**config.mk**
```make
export PLATFORM = sky130hd
export DESIGN_NAME = id_ex_issue
export DESIGN_NICKNAME = d
export VERILOG_FILES = /design/src/rtl/id_ex_issue.sv
export SDC_FILE = /design/constraint.sdc
export NUM_CORES = 1
export LEC_CHECK = 0
export CORE_ASPECT_RATIO = 1.1
export CORE_MARGIN = 2
export CORE_UTILIZATION = 38
export CTS_BUF_LIST = sky130_fd_sc_hd__clkbuf_16
export CTS_CLUSTER_DIAMETER = 80
export CTS_CLUSTER_SIZE = 12
export DETAILED_ROUTE_END_ITERATION = 10
export PLACE_DENSITY = 0.8
export SLEW_MARGIN = 15
export SYNTH_ARGS = -nofsm -noshare
export SYNTH_HDL_FRONTEND = slang
export SYNTH_SLANG_ARGS = --single-unit
export TNS_END_PERCENT = 50
```
**constraint.sdc**
```tcl
create_clock -name clock -period 1.9 [get_ports clock]
set_clock_uncertainty 0.1 [all_clocks]
set_input_delay 0.19 -clock clock [delete_from_list [all_inputs] [get_ports clock]]
set_output_delay 0.19 -clock clock [all_outputs]
set_load 0.05 [all_outputs]
```
**src/rtl/id_ex_issue.sv**
```systemverilog
// rtl/id_ex_issue.sv - ID/EX issue register with MEM/WB forwarding, immediate select and load-use bubble insertion
module id_ex_issue #(
    parameter int WIDTH = 32,
    parameter int RADDR = 5
) (
    input  logic             clock,
    input  logic             reset,
    input  logic             id_valid,
    input  logic [WIDTH-1:0] id_rs_data,
    input  logic [WIDTH-1:0] id_rt_data,
    input  logic [WIDTH-1:0] id_imm,
    input  logic [RADDR-1:0] id_rs,
    input  logic [RADDR-1:0] id_rt,
    input  logic [RADDR-1:0] id_rd,
    input  logic [2:0]       id_alu_op,
    input  logic             id_unsig,
    input  logic             id_alusrc,
    input  logic             id_regdst,
    input  logic             id_regwrite,
    input  logic             id_memread,
    input  logic             id_memwrite,
    input  logic             stall,
    input  logic             flush,
    input  logic             mem_regwrite,
    input  logic [RADDR-1:0] mem_rd,
    input  logic [WIDTH-1:0] mem_result,
    input  logic             wb_regwrite,
    input  logic [RADDR-1:0] wb_rd,
    input  logic [WIDTH-1:0] wb_result,
    output logic             ex_valid,
    output logic [WIDTH-1:0] alu_a,
    output logic [WIDTH-1:0] alu_b,
    output logic [2:0]       alu_op,
    output logic             alu_unsig,
    output logic [WIDTH-1:0] ex_rt_data,
    output logic [RADDR-1:0] ex_rd,
    output logic             ex_regwrite,
    output logic             ex_memread,
    output logic             ex_memwrite,
    output logic             load_use_stall
);

    typedef struct packed {
        logic             valid;
        logic [WIDTH-1:0] rs_data;
        logic [WIDTH-1:0] rt_data;
        logic [WIDTH-1:0] imm;
        logic [RADDR-1:0] rs;
        logic [RADDR-1:0] rt;
        logic [RADDR-1:0] rd;
        logic [2:0]       alu_op;
        logic             unsig;
        logic             alusrc;
        logic             regwrite;
        logic             memread;
        logic             memwrite;
    } stage_t;

    stage_t r_q;
    stage_t r_d;
    stage_t id_load;

    logic rs_hit;
    logic rt_hit;

    // Hazard check against the instruction currently in EX; rt only matters when it is read.
    always_comb begin
        rs_hit = (r_q.rd == id_rs);
        rt_hit = (r_q.rd == id_rt) && (!id_alusrc || id_memwrite);
        load_use_stall = id_valid && r_q.valid && r_q.memread &&
                         (r_q.rd != '0) && (rs_hit || rt_hit);
    end

    always_comb begin
        id_load          = '0;
        id_load.valid    = id_valid;
        id_load.rs_data  = id_rs_data;
        id_load.rt_data  = id_rt_data;
        id_load.imm      = id_imm;
        id_load.rs       = id_rs;
        id_load.rt       = id_rt;
        id_load.rd       = id_regdst ? id_rd : id_rt;
        id_load.alu_op   = id_alu_op;
        id_load.unsig    = id_unsig;
        id_load.alusrc   = id_alusrc;
        id_load.regwrite = id_valid && id_regwrite;
        id_load.memread  = id_valid && id_memread;
        id_load.memwrite = id_valid && id_memwrite;
    end

    // flush > stall > load-use bubble > load
    always_comb begin
        r_d = r_q;
        if (flush) begin
            r_d = '0;
        end else if (stall) begin
            r_d = r_q;
        end else if (load_use_stall) begin
            r_d = '0;
        end else begin
            r_d = id_load;
        end
    end

    always_ff @(posedge clock or negedge reset) begin
        if (!reset) begin
            r_q <= '0;
        end else begin
            r_q <= r_d;
        end
    end

    logic [WIDTH-1:0] fwd_rs;
    logic [WIDTH-1:0] fwd_rt;

    // Register 0 is hardwired, so a zero index never picks up a forwarded value.
    always_comb begin
        fwd_rs = r_q.rs_data;
        if (r_q.rs != '0) begin
            if (mem_regwrite && (mem_rd == r_q.rs)) begin
                fwd_rs = mem_result;
            end else if (wb_regwrite && (wb_rd == r_q.rs)) begin
                fwd_rs = wb_result;
            end
        end
    end

    always_comb begin
        fwd_rt = r_q.rt_data;
        if (r_q.rt != '0) begin
            if (mem_regwrite && (mem_rd == r_q.rt)) begin
                fwd_rt = mem_result;
            end else if (wb_regwrite && (wb_rd == r_q.rt)) begin
                fwd_rt = wb_result;
            end
        end
    end

    always_comb begin
        ex_valid    = r_q.valid;
        alu_a       = fwd_rs;
        alu_b       = r_q.alusrc ? r_q.imm : fwd_rt;
        alu_op      = r_q.alu_op;
        alu_unsig   = r_q.unsig;
        ex_rt_data  = fwd_rt;
        ex_rd       = r_q.rd;
        ex_regwrite = r_q.regwrite;
        ex_memread  = r_q.memread;
        ex_memwrite = r_q.memwrite;
    end

endmodule

```
Word level (Yosys, flattened, before mapping):

Cells that the tools add are included.

* eq/ne operators: 7
* multiplexer cells: 11
* reduce and logical (&&, ||, !) cells: 18

Operators by type and width (number)
* $mux W120: 3
* $mux W32: 7
* $eq A5 B5 Y1: 6
* $reduce_bool A5 Y1: 3
* $logic_and A1 B1 Y1: 12
* $mux W5: 1
* $logic_or A1 B1 Y1: 2
* $ne A2 B1 Y1 const B: 1
* $logic_not A1 Y1: 1

* register bits: 120
* input port bits: 201
* output and inout bits: 110

Logic depth before layout (Yosys ltp):

Gate-level depths: netlist of the first run.

* depth in word-level cells: 8
* depth in mapped cells: 8
* gate-level depth less buffers: 5

Least setup slack after synthesis of the first run:

OpenSTA, ideal clock, no wires.

* path kind: reg-to-output
* start: reg r_q[14] (netlist bit)
* end: out alu_b[0]
* arrival: 2.451 ns
* data required time: 1.610 ns
* slack: -0.841 ns
* stages on the path, launching flop included: 8
* cell sequence: dfrtp_1 > or4_1 > nor2_2 > or3_1 > buf_2 > buf_2 > nand3_1 > a31oi_1

* longest elaborated chain between the ends: 6
* elaborated cells on any way between the ends: 9
* classes of those cells: eq/ne (2); mux (4); reduce/logical (3)

Ends and longest elaborated chain
* start, declared: RTL line 59 `stage_t r_q;`
* start signal, assigned: RTL line 109 `r_q <= r_d;`
* $eq A5 B5 Y1: RTL line 133 `end else if (wb_regwrite && (wb_rd == r_q.rt)) begin`
* $logic_and A1 B1 Y1: RTL line 133
* $mux W32: RTL line 133
* $mux W32: RTL line 131 `if (mem_regwrite && (mem_rd == r_q.rt)) begin`
* $mux W32 (*): RTL line 130 `if (r_q.rt != '0) begin`
* $mux W32 (*): RTL line 142 `alu_b = r_q.alusrc ? r_q.imm : fwd_rt;`
* end, declared: RTL line 32 `output logic [WIDTH-1:0] alu_b,`

Every way passes the cells marked *; elsewhere a longest branch is shown, timed or not.

Worst setup path in the final report of the first run:

* start: reg r_q[14] (netlist bit)
* end: out alu_b[21]

Same word-level chain as after synthesis.

==> results.yml, run 1 <==
critical_path:
  reg2reg_to: "r_q[84]$_DFFE_PN0P_"
  ff2ff_setup_slack_ns: -0.39
  crit_end_category: "primary output"
  worst_ep_required_time_ns: 1.61
  critical-path-slowest-cell: "or4_4"
  timing.critical_path.slowest_cell_delay_ns: 0.55
  crit-reg2reg-launch: "ex_rd[0]$_DFFE_PN0P_"
  timing_worst_setup_path_type: "reg -> out"
  cp_top_family: "simple AND/OR/NAND/NOR gates"
  path_max_fanout: 6
  reg2reg_depth: 6
  worst_path_most_repeated_cell: "buf_6"
  cp-start-kind: "flip-flop"
  cp_cell_sequence: "or4_4 > nor2_4 > and3b_2 > buf_6 > buf_12 > a32oi_4 > a31oi_4 > buf_6"
  cp_num_buf_inv: 3
  critPathArrivalTime_ns: 2.76
global_routing:
  grt_start_max_net_pins: 71
  global_route_wire_length_before_repair_um: 52300
  grt_use_total_pct: 36.4
  grt-ovfl-total: 0
  number_of_global_route_vias_before_repair: 8536
  number_of_antenna_violations_at_the_first_check_in_global_routing: 3
clock_network:
  cts_buffer_depth: 2
  cts_buffers: 17
  cts_tree: "yes"
  tritoncts_num_sinks: 120
  insertion_delay_of_the_later_clocked_pin_in_the_worst_skew_pair_ns: 0.43
  cts-root-buf: "clkbuf_16"
  clkSlewWorstSetupHoldPaths_ns: 0.07
  htree_levels: 4
yosys:
  synthCells: 645
  yosysTopAreaCellShare_pct: 44.0
  synth_largest_area_cell: "dfrtp_1"
  synthesis.nets: 846
  synth_area_leaders: "dfrtp_1 (44%), a22o_1 (15%), a32oi_2 (6.7%)"
  post_synthesis_average_cell_area_um2: 10.6
  synth-seq-cells: 120
  yosys_warnings: 0
  seq_area_frac_synth_pct: 44.0
  netlist_area_um2: 6830
  netlist-cell-type-count: 40
floorplanning:
  die_w_um: 132
  io_pins: 311
  fp.dieH_um: 145
  floorplan.core_area_um2: 17700
  initial_utilization_pct: 38.6
  fp.dieArea_um2: 19100
  row_count: 51
drt:
  detail_route.vias_per_cell: 6.43
  drt-initial-drc-count: 724
  routed_wirelength_um: 39700
  routedWlPerCell_um: 30.6
  post_route_antenna_net_violation_count: 0
  route.detailed.drc: 0
  vias: 8337
  drt_first_pass_iters: 5
placement:
  finalWeightedCongestion: 0.933
  portBuffers: 310
  dp_cells: 1233
  post-dp-hpwl_um: 21900
  placement.cell_area_um2: 12900
timing:
  fin_tns_setup_ns: -137.05
  count_of_final_max_slew_check_failures: 0
  final_critical_path_setup_slack_ns: -1.15
  timing_worst_slew_pin_value_ns: 0.511
  hold_viol: 0
  max_freq_mhz: 328
  post-route-period-util_pct: 161
  timing.slew.headroom_pct: 65.8
  rsz_0062_raised_after_global_routing: "yes"
  period_needed_ns: 3.05
  final-setup-viol-count: 217
layout:
  final_layout_size_suffix_gt1_share_pct: 48.6
  utilization_pct: 87.1
  finish.net_count: 1244
  final_area_um2: 15400
  areaGrowthSynthToFinish_pct: 126
  layoutNonFillerInstCount: 1297
run_status:
  violations: "setup timing"
  status: "complete, but fails checks"
min_path:
  worstHoldPathType: "in -> async"
power_and_ir_drop:
  peakVddDrop_v: 0.000694
  p_leak_nw: 6.28
  power.density_cell_area_nw_per_um2: 627
flow_run:
  drv_cap: 0
==> kinds of logic (layout without fill, tap and decap cells) <==
logic type / after synthesis / after routing / synth area share [%]
other cells: 0 / 3 / 0
buf+inv: 79 / 490 / 5.64
mux: 5 / 5 / 0.825
xor+xnor: 30 / 30 / 3.85
compound gates: 250 / 250 / 33.4
flops: 120 / 120 / 44.0
simple gates: 161 / 161 / 12.2
==> layout make-up <==
| class | count | area, um2 |
|---|---|---|
| inverters | 2 | 10.0 |
| well taps | 238 | 298 |
| multi-input cells | 446 | 5770 |
| repair buffers | 456 | 5750 |
| flip-flops and latches | 120 | 3010 |
| clock inverters | 15 | 128 |
| fillers | 751 | 2280 |
| diodes | 3 | 7.51 |
| clock buffers | 17 | 425 |
==> state kept, by name (all words and copies together), names as in the netlist <==
register,cells
alu_op,3
alu_unsig,1
ex_memread,1
ex_memwrite,1
ex_rd,5
ex_regwrite,1
ex_valid,1
r_q,107
==> metrics by stage <==
stage | power [mW] | hold WS [ns] | setup slack [ns]
detailed placement | 6.05 | 0.110 | -0.821
global placement | 6.00 | 0.110 | -0.796
global route | 9.87 | 0.258 | -1.18
finish | 9.65 | 0.209 | -1.15
CTS | 9.39 | 0.228 | -1.04
floorplan | 4.46 | -0.206 | -0.372
==> what timing repair did <==
action / 4_1_cts / 5_1_grt
pin swaps: 57 / 70
buffers inserted: 30 / 17
gates resized for setup: 140 / 103
hold buffers: 1 / 0
cloned: 13 / 7
endpoints found under the hold margin: 120 / 0
endpoints found under the setup margin: 219 / 219
==> where the power goes <==
group / internal, mW / switching [mW]
logic: 1.74 / 1.91
clock network: 1.79 / 1.36
registers: 2.70 / 0.157
total: 6.23 / 3.42
==> tightest hold or removal path, stage by stage <==
cell           delay (ns)
dlygate4sd3_1        0.53
buf_4                0.14
buf_12               0.25
==> per-layer routing <==
metal	routed length (um)	GRT usage, %	up-vias
li1	-	-	3345
met1	13900	42.5	4169
met2	19900	64.3	615
met3	3160	7.15	208
met4	2820	18.3	0
met5	0	0	-
==> worst max path at each step <==
stage                                   start        endpoint  depth (start not counted)
after global routing      r_q[14]$_DFFE_PN0P_        alu_b[9]                          9
final                     r_q[14]$_DFFE_PN0P_       alu_b[21]                          8
after floorplan           r_q[14]$_DFFE_PN0P_  ex_rt_data[22]                          7
after global placement              mem_rd[4]        alu_b[7]                          9
after detailed placement            mem_rd[4]       alu_b[28]                          9
after CTS                 r_q[16]$_DFFE_PN0P_        alu_b[8]                         10
==> synthesized netlist by cell type (all sizes together) <==
master / n
nand2: 36
a22oi: 1
nand4: 1
a41oi: 2
a32oi: 30
a22o: 117
xor2: 22
nand3b: 33
mux2: 5
a2bb2oi: 31
clkbuf: 35
a32o: 3
buf: 42
and2: 3
nor3: 4
xnor2: 8
inv: 2
nor2b: 1
or3: 1
and3b: 1
o31a: 1
nand3: 38
a31oi: 30
or4: 2
nor4: 4
dfrtp: 120
o2bb2a: 1
nor2: 37
a21oi: 1
o31ai: 32
a21boi: 1
==> cell usage in the layout, fill, tap and decap left out, types with 9 or more instances in the layout <==
master,Yosys,routed
o31ai_4,0,22
nand2_4,0,9
nor2_1,36,36
clkbuf_16,0,22
a22o_1,117,117
nand3_4,0,20
xor2_1,22,11
buf_4,8,73
buf_12,0,109
nand2_2,0,26
o31ai_2,0,10
a31oi_4,0,30
dfrtp_1,120,115
xor2_2,0,9
a32oi_4,0,22
nand3b_1,33,33
nand3_2,0,16
clkdlybuf4s50_1,0,203
buf_6,3,48
a2bb2oi_4,0,31
No activity file was read; power rests on OpenSTA's default activity.
==> inputs of run 2 (changes only) <==
--- a/config.mk
+++ b/config.mk
@@ -5,6 +5,8 @@
 export SDC_FILE = /design/constraint.sdc
 export NUM_CORES = 1
 export LEC_CHECK = 0
+export ABC_AREA = 0
+export ABC_CLOCK_PERIOD_IN_PS = 1900
 export CORE_ASPECT_RATIO = 1.1
 export CORE_MARGIN = 2
 export CORE_UTILIZATION = 38
==> results of run 2 <==
Same layout as run 1: the final DEF is identical, and so are final timing and power.
